$ cat src/rtl/param_div.sv
// Multi-cycle radix-2 restoring divider, signed or unsigned, one quotient bit per clock.
// result_o = {remainder, quotient}; valid while ready_o is high.
module param_div #(
  parameter int unsigned WIDTH = 32,
  parameter int unsigned CNT_W = 6
) (
  input  logic               clk,
  input  logic               rst,
  input  logic               signed_div_i,
  input  logic [WIDTH-1:0]   opdata1_i,
  input  logic [WIDTH-1:0]   opdata2_i,
  input  logic               start_i,
  input  logic               annul_i,
  output logic [2*WIDTH-1:0] result_o,
  output logic               ready_o,
  output logic               busy_o,
  output logic               div_zero_o
);

  typedef enum logic [1:0] {StFree, StByZero, StOn, StEnd} state_e;

  state_e             state_q, state_d;
  logic [CNT_W-1:0]   cnt_q, cnt_d;
  logic [2*WIDTH:0]   work_q, work_d;
  logic [WIDTH-1:0]   divisor_q, divisor_d;
  logic               neg_quot_q, neg_quot_d;
  logic               neg_rem_q, neg_rem_d;
  logic               div_zero_q, div_zero_d;

  logic               sign1, sign2;
  logic [WIDTH-1:0]   mag1, mag2;
  logic [WIDTH:0]     cand;
  logic               ge;
  logic [WIDTH-1:0]   rem_next;
  logic [2*WIDTH:0]   step_res;
  logic [WIDTH-1:0]   quot, rem, quot_fix, rem_fix;

  assign sign1 = signed_div_i & opdata1_i[WIDTH-1];
  assign sign2 = signed_div_i & opdata2_i[WIDTH-1];
  assign mag1  = sign1 ? (~opdata1_i + WIDTH'(1)) : opdata1_i;
  assign mag2  = sign2 ? (~opdata2_i + WIDTH'(1)) : opdata2_i;

  // work = {partial remainder (WIDTH bits), next dividend bit, dividend/quotient shifter}.
  // The top WIDTH+1 bits are already the shifted trial value, so each step is compare+subtract.
  always_comb begin
    cand     = work_q[2*WIDTH:WIDTH];
    ge       = (cand >= {1'b0, divisor_q});
    rem_next = ge ? (cand[WIDTH-1:0] - divisor_q) : cand[WIDTH-1:0];
    step_res = {rem_next, work_q[WIDTH-1:0], ge};
  end

  always_ff @(posedge clk or negedge rst) begin
    if (!rst) begin
      state_q    <= StFree;
      cnt_q      <= '0;
      work_q     <= '0;
      divisor_q  <= '0;
      neg_quot_q <= 1'b0;
      neg_rem_q  <= 1'b0;
      div_zero_q <= 1'b0;
    end else begin
      state_q    <= state_d;
      cnt_q      <= cnt_d;
      work_q     <= work_d;
      divisor_q  <= divisor_d;
      neg_quot_q <= neg_quot_d;
      neg_rem_q  <= neg_rem_d;
      div_zero_q <= div_zero_d;
    end
  end

  always_comb begin
    state_d    = state_q;
    cnt_d      = cnt_q;
    work_d     = work_q;
    divisor_d  = divisor_q;
    neg_quot_d = neg_quot_q;
    neg_rem_d  = neg_rem_q;
    div_zero_d = div_zero_q;
    unique case (state_q)
      StFree: begin
        if (start_i && !annul_i) begin
          cnt_d = '0;
          if (opdata2_i == '0) begin
            state_d    = StByZero;
            work_d     = '0;
            divisor_d  = '0;
            neg_quot_d = 1'b0;
            neg_rem_d  = 1'b0;
            div_zero_d = 1'b1;
          end else begin
            state_d    = StOn;
            work_d     = {{WIDTH{1'b0}}, mag1, 1'b0};
            divisor_d  = mag2;
            neg_quot_d = sign1 ^ sign2;
            neg_rem_d  = sign1;
            div_zero_d = 1'b0;
          end
        end
      end
      StByZero: begin
        // Zero-divisor path spends two cycles here so ready rises two edges after accept.
        if (annul_i) begin
          state_d = StFree;
        end else if (cnt_q == CNT_W'(1)) begin
          state_d = StEnd;
        end else begin
          cnt_d = cnt_q + CNT_W'(1);
        end
      end
      StOn: begin
        if (annul_i) begin
          state_d = StFree;
        end else if (cnt_q == CNT_W'(WIDTH)) begin
          state_d = StEnd;
        end else begin
          work_d = step_res;
          cnt_d  = cnt_q + CNT_W'(1);
        end
      end
      StEnd: begin
        if (annul_i || !start_i) begin
          state_d = StFree;
        end
      end
      default: state_d = StFree;
    endcase
  end

  always_comb begin
    quot       = work_q[WIDTH-1:0];
    rem        = work_q[2*WIDTH:WIDTH+1];
    quot_fix   = neg_quot_q ? (~quot + WIDTH'(1)) : quot;
    rem_fix    = neg_rem_q ? (~rem + WIDTH'(1)) : rem;
    result_o   = '0;
    ready_o    = 1'b0;
    div_zero_o = 1'b0;
    busy_o     = (state_q != StFree);
    if (state_q == StEnd) begin
      ready_o    = 1'b1;
      result_o   = {rem_fix, quot_fix};
      div_zero_o = div_zero_q;
    end
  end

endmodule
$ cat config.mk
export PLATFORM = sky130hd
export DESIGN_NAME = param_div
export DESIGN_NICKNAME = d
export VERILOG_FILES = /design/src/rtl/param_div.sv
export SDC_FILE = /design/constraint.sdc
export NUM_CORES = 1
export LEC_CHECK = 0
export ABC_AREA = 1
export BUFFER_PORTS_ARGS = -buffer_cell sky130_fd_sc_hd__buf_2
export CAP_MARGIN = 20
export CORE_MARGIN = 1
export CORE_UTILIZATION = 30
export CTS_BUF_LIST = sky130_fd_sc_hd__clkbuf_2 sky130_fd_sc_hd__clkbuf_4 sky130_fd_sc_hd__clkbuf_8
export DETAILED_ROUTE_END_ITERATION = 10
export GPL_ROUTABILITY_DRIVEN = 0
export PLACE_DENSITY = 0.47
export SLEW_MARGIN = 25
export SYNTH_ARGS = -nofsm -noshare
export SYNTH_HDL_FRONTEND = slang
export SYNTH_SLANG_ARGS = --single-unit
$ cat constraint.sdc
create_clock -name clk -period 2.5 [get_ports clk]
set_input_delay 0.75 -clock clk [delete_from_list [all_inputs] [get_ports clk]]
set_output_delay 0.75 -clock clk [all_outputs]
set_load 0.02 [all_outputs]
---- Yosys cells after proc, flatten, opt, wreduce, memory -nomap -nowiden ----
Index checks and enable logic that the tools add are counted.
storage, ports and cells
  input bits .............................. 69
  output and inout port bits .............. 67
  bits in registers ....................... 108
cells by class
  bitwise operators ....................... 7
  order comparisons ....................... 1
  multiplexer cells ....................... 31
  equality and inequality tests ........... 13
  reduce and logical (&&, ||, !) cells .... 13
  add/sub/neg operators ................... 6
operators by type and width
  kind                                                                    count
  65-bit two-way mux                                                      3
  32-bit two-way mux                                                      6
  65-bit case mux with 2 select lines                                     1
  32-bit by 1-bit adder with 32-bit output (second input constant)        4
  32-bit NOT                                                              4
  64-bit two-way mux                                                      1
  33-bit by 32-bit greater-or-equal comparator with 1-bit output          1
  33-bit two-way mux                                                      1
  32-bit logical NOT                                                      1
  32-bit subtractor                                                       1
  6-bit two-way mux                                                       5
  6-bit case mux with 3 select lines                                      1
  2-bit two-way mux                                                       7
  2-bit inequality test (second input constant)                           6
  2-bit case mux with 4 select lines                                      1
  4-bit AND reduction                                                     2
  6-bit by 1-bit adder with 6-bit output (second input constant)          1
  6-bit by 1-bit equality test with 1-bit output (second input constant)  1
  6-bit equality test (second input constant)                             1
  3-bit inequality test (second input constant)                           2
  6-bit AND reduction                                                     1
  1-bit two-way mux                                                       5
  2-bit equality test (second input constant)                             2
  2-bit nonzero test                                                      2
  9 further kinds                                                         11

---- Logic depth before layout (Yosys ltp) ----
  depth in word-level cells ............... 6
  depth in mapped cells ................... 16
  mapped depth without buffers ............ 16

---- Worst setup path after synthesis ----
Ideal clock, no wire load.
  path kind ............................... register to output
  start point ............................. reg work_q[33]
  end point ............................... out result_o[56]
  cell stages (with the launch flop) ...... 13
  arrival ................................. 1.835 ns
  required time ........................... 1.750 ns
  path slack .............................. -0.085 ns
  path through ............................ dfrtp_1 > inv_1 > ha_1 > nand3_1 > inv_1 > nand2_1 > inv_1 > nand2_1 > nor2_4 > nand3_1 > o21ai_1 > nor2_1 > nor2_1
between the ends
  cells in the longest elaborated chain, start to end .. 4
ends and longest elaborated chain
  what                                      RTL line  text
  from (decl)                               24        logic [2*WIDTH:0] work_q, work_d;
  from (signal assigned)                    64        work_q <= work_d;
  32-bit NOT                                134       rem_fix = neg_rem_q ? (~rem + WIDTH'(1)) : rem;
  32-bit by 1-bit adder with 32-bit output  134
  32-bit two-way mux                        134
  64-bit two-way mux                        139       if (state_q == StEnd) begin
  to (decl)                                 14        output logic [2*WIDTH-1:0] result_o,
Every way passes these cells.

---- Worst setup path after layout ----
  start point ............................. reg work_q[0]
  end point ............................... out result_o[18]
between the ends
  cells in the longest elaborated chain, start to end .. 4
ends and longest elaborated chain
  what                                      RTL line  text
  32-bit NOT                                133       quot_fix = neg_quot_q ? (~quot + WIDTH'(1)) : quot;
  32-bit by 1-bit adder with 32-bit output  133
  32-bit two-way mux                        133
  64-bit two-way mux                        139
Every way passes these cells.

==> metrics <==
WS Path Type reg2out; DRC viols 0; number of synthesized flops with an enable pin 0; Mapped Area approximately 12000 sq um; share of cells above drive strength 1 between 30% and 40%; PwrDens 1220 nW/um^2; minimum clock period 3010 ps; measured slew at the worst slew-check pin 662 ps; Worst Clk Skew 15.4 ps; startpoint types register; largest net degree at the start of global routing 66; sequential fraction of the synthesis area between 20% and 30%; Leak 8.64 nW; run status complete, but fails checks; H-tree depth 3; Placed Area 14100 sq um; Top FF cell, synth dfrtp_1; Ys Warns 0; CTS Buffer Depth 2; Critical Path Slowest Stage Cell dfrtp_1; GRT Util Overall 23.9%; wire per inst 16.8 microns; cts hold-fix bufs 0; dpl cells 2731; root buf cell clkbuf_8; CP Cell Sequence inv_2 > ha_4 > nand3_4 > nor2_4 > inv_2 > nor2_4 > nand2_4 > nand2_4 > nand2_4 > o21ai_0 > a21oi_2 > buf_4; Die W 199 microns; Fmax achieved approximately 0.33 GHz; post-route ant nets 0; WP data arrival 2260 ps; initial antenna violation count 0; Initial Utilization 30.7%; fin area 16800 sq um; final core utilization 44.3%; Die ar. 39500 sq um; Port Buffers between 100 and 150; fin cells around 2800; vias in the first global route around 13000; Clock transition at path regs 110 ps; Overflow after GRT 0; CP Max Fanout 5; setup violators final 60; Async SR Flop Fraction 100%; vias per cell 4.87; 1st-iter DRT viols 1085; Slew Viols, Final 0; Post-Route Setup TNS -19170 ps; number of max-cap violations 0; first-pass GRT wire length 72100 microns; Largest stage delay, worst path 410 ps; peak supply drop roughly 0.00058 V; routed vias 13800; final setup margin -512 ps; headroom to the max-slew limit 55.8%; Fin. Hold Viols 0; routed wire length 47600 microns; worst hold slack 246 ps; clock sinks 108; syn_area_per_cell around 6 sq um; Overall Power 20.5 mW; critical path's most frequent cell nand2_4; IO Pins approximately 140; flops & latches, synth 108; Critical Path End Type primary output; post-synthesis cell count 1964; Core Area 37800 sq um; period utilization 120%; CTS tree built; diode count 0; CP required 1750 ps; Synth cell types 53; Worst Hold Class in2async; pre-CTS WS -293 ps; drt pass-1 iters 6; violated checks setup timing; TritonCTS Buffers 9; syn_nets 2078; Layout area overhead 44.4%; net total in the final layout 2424; standard-cell row count 71; DIE HEIGHT 199 microns; RSZ-0062 raised after global routing true; dpl hpwl 37400 microns; clock latency at the later pin of the worst-skew pair 430 ps
==> path summary, 6_finish.rpt <==
| check | to | cells after the start | slack (ps) | from |
|---|---|---|---|---|
| min in group clk | divisor_q[2]$_DFFE_PN0P_ | 2 | 500 | divisor_q[2]$_DFFE_PN0P_ |
| max reg2reg | work_q[60]$_DFFE_PN0P_ | 14 | 90 | work_q[34]$_DFFE_PN0P_ |
| max | result_o[18] | 12 | -510 | work_q[0]$_DFFE_PN0P_ |
| min reg2reg | divisor_q[2]$_DFFE_PN0P_ | 2 | 500 | divisor_q[2]$_DFFE_PN0P_ |
| max in group asynchronous | divisor_q[12]$_DFFE_PN0P_ | 2 | 1650 | rst |
| min | work_q[64]$_DFFE_PN0P_ | 1 | 250 | rst |
==> placed cells by master (no fill, tap or decap), types with 35 or more instances in the layout <==
master   instances
a21oi_1         38
a21oi_2         35
buf_2           76
buf_4          217
buf_6           72
dfrtp_1         90
ha_1            35
inv_1          282
nand2_1        557
nand3_1        151
nor2_1         164
o21ai_0         73
xor2_1          40
==> critical path: cells and delay by family, from the launching register on <==
kind                       cells  cell delay (ps)
and+or+nand+nor                6              580
DFF                            1              410
buffers and inverters          3              350
AOI/OAI and AO/OA              2              330
adders and majority gates      1              160
==> state kept, by name (all words and copies together), names as in the netlist <==
| register | count |
|---|---|
| divisor_q | 32 |
| div_zero_q | 1 |
| cnt_q | 6 |
| work_q | 65 |
| state_q | 2 |
| neg_quot_q | 1 |
| neg_rem_q | 1 |
==> final cells by class <==
cell class,instances,area [sq um]
fillers,4027,21100
multi-input cells,1490,8700
repair buffers,387,3280
flip-flops and latches,108,2730
inverters,314,1190
well taps,511,639
clock buffers,9,124
clock inverters,7,88.8
==> repair_timing <==
action                     4_1_cts  5_1_grt
buffers inserted                40       44
gates cloned                     2        3
resized for setup              302      215
setup endpoints to repair       65      117
pin swaps                       40       79
==> layer usage <==
layer / part of all wire [%] / track usage, % / vias to the layer above
met1: 51 / 36.6 / 6405
met3: 5.0 / 2.93 / 43
met4: 1.6 / 5.07 / 0
li1: - / - / 6926
met5: 0 / 0 / -
met2: 42 / 35.1 / 381
==> cells in the mapped netlist (2+ instances only) <==
master / number / area [sq um]
dfrtp_1: 108 / 2700
nor2_2: 12 / 75.1
o21ai_1: 12 / 60.1
and3_1: 4 / 25.0
nor3_4: 2 / 32.5
and2_1: 7 / 43.8
a21oi_1: 79 / 395
xor2_1: 40 / 350
a22oi_1: 29 / 218
nand2_1: 594 / 2230
or2_2: 4 / 25.0
nor3_1: 37 / 185
o21a_1: 3 / 22.5
nor3_2: 2 / 20.0
nand3_2: 4 / 40.0
o21ai_0: 113 / 566
a21oi_4: 2 / 32.5
o31ai_1: 3 / 22.5
buf_2: 18 / 90.1
nand3_1: 175 / 876
nor2_4: 6 / 67.6
inv_2: 8 / 30.0
nand4_1: 27 / 169
ha_1: 44 / 551
o22ai_1: 6 / 37.5
nand3b_1: 9 / 67.6
nor2_1: 211 / 792
o211ai_1: 5 / 37.5
buf_6: 5 / 56.3
inv_1: 303 / 1140
clkbuf_1: 24 / 90.1
a31oi_1: 4 / 25.0
buf_1: 3 / 11.3
xnor2_1: 26 / 228
nand2_2: 17 / 106
==> power by group <==
group | switching (mW) | internal [mW] | total, mW
logic | 9.48 | 6.77 | 16.2
clock network | 0.756 | 0.492 | 1.25
registers | 0.577 | 2.41 | 2.98
total | 10.8 | 9.66 | 20.5
==> cell families after synthesis <==
family,after synthesis,synth area share (%)
adder cells (fa/ha/maj),45,4.92
flip-flops,108,23.3
AO/OA/AOI/OAI,261,12.6
buffers and inverters,366,12.5
XOR/XNOR,66,4.98
AND/OR/NAND/NOR,1118,41.7
Note: power is estimated with default switching activity, not from simulation.
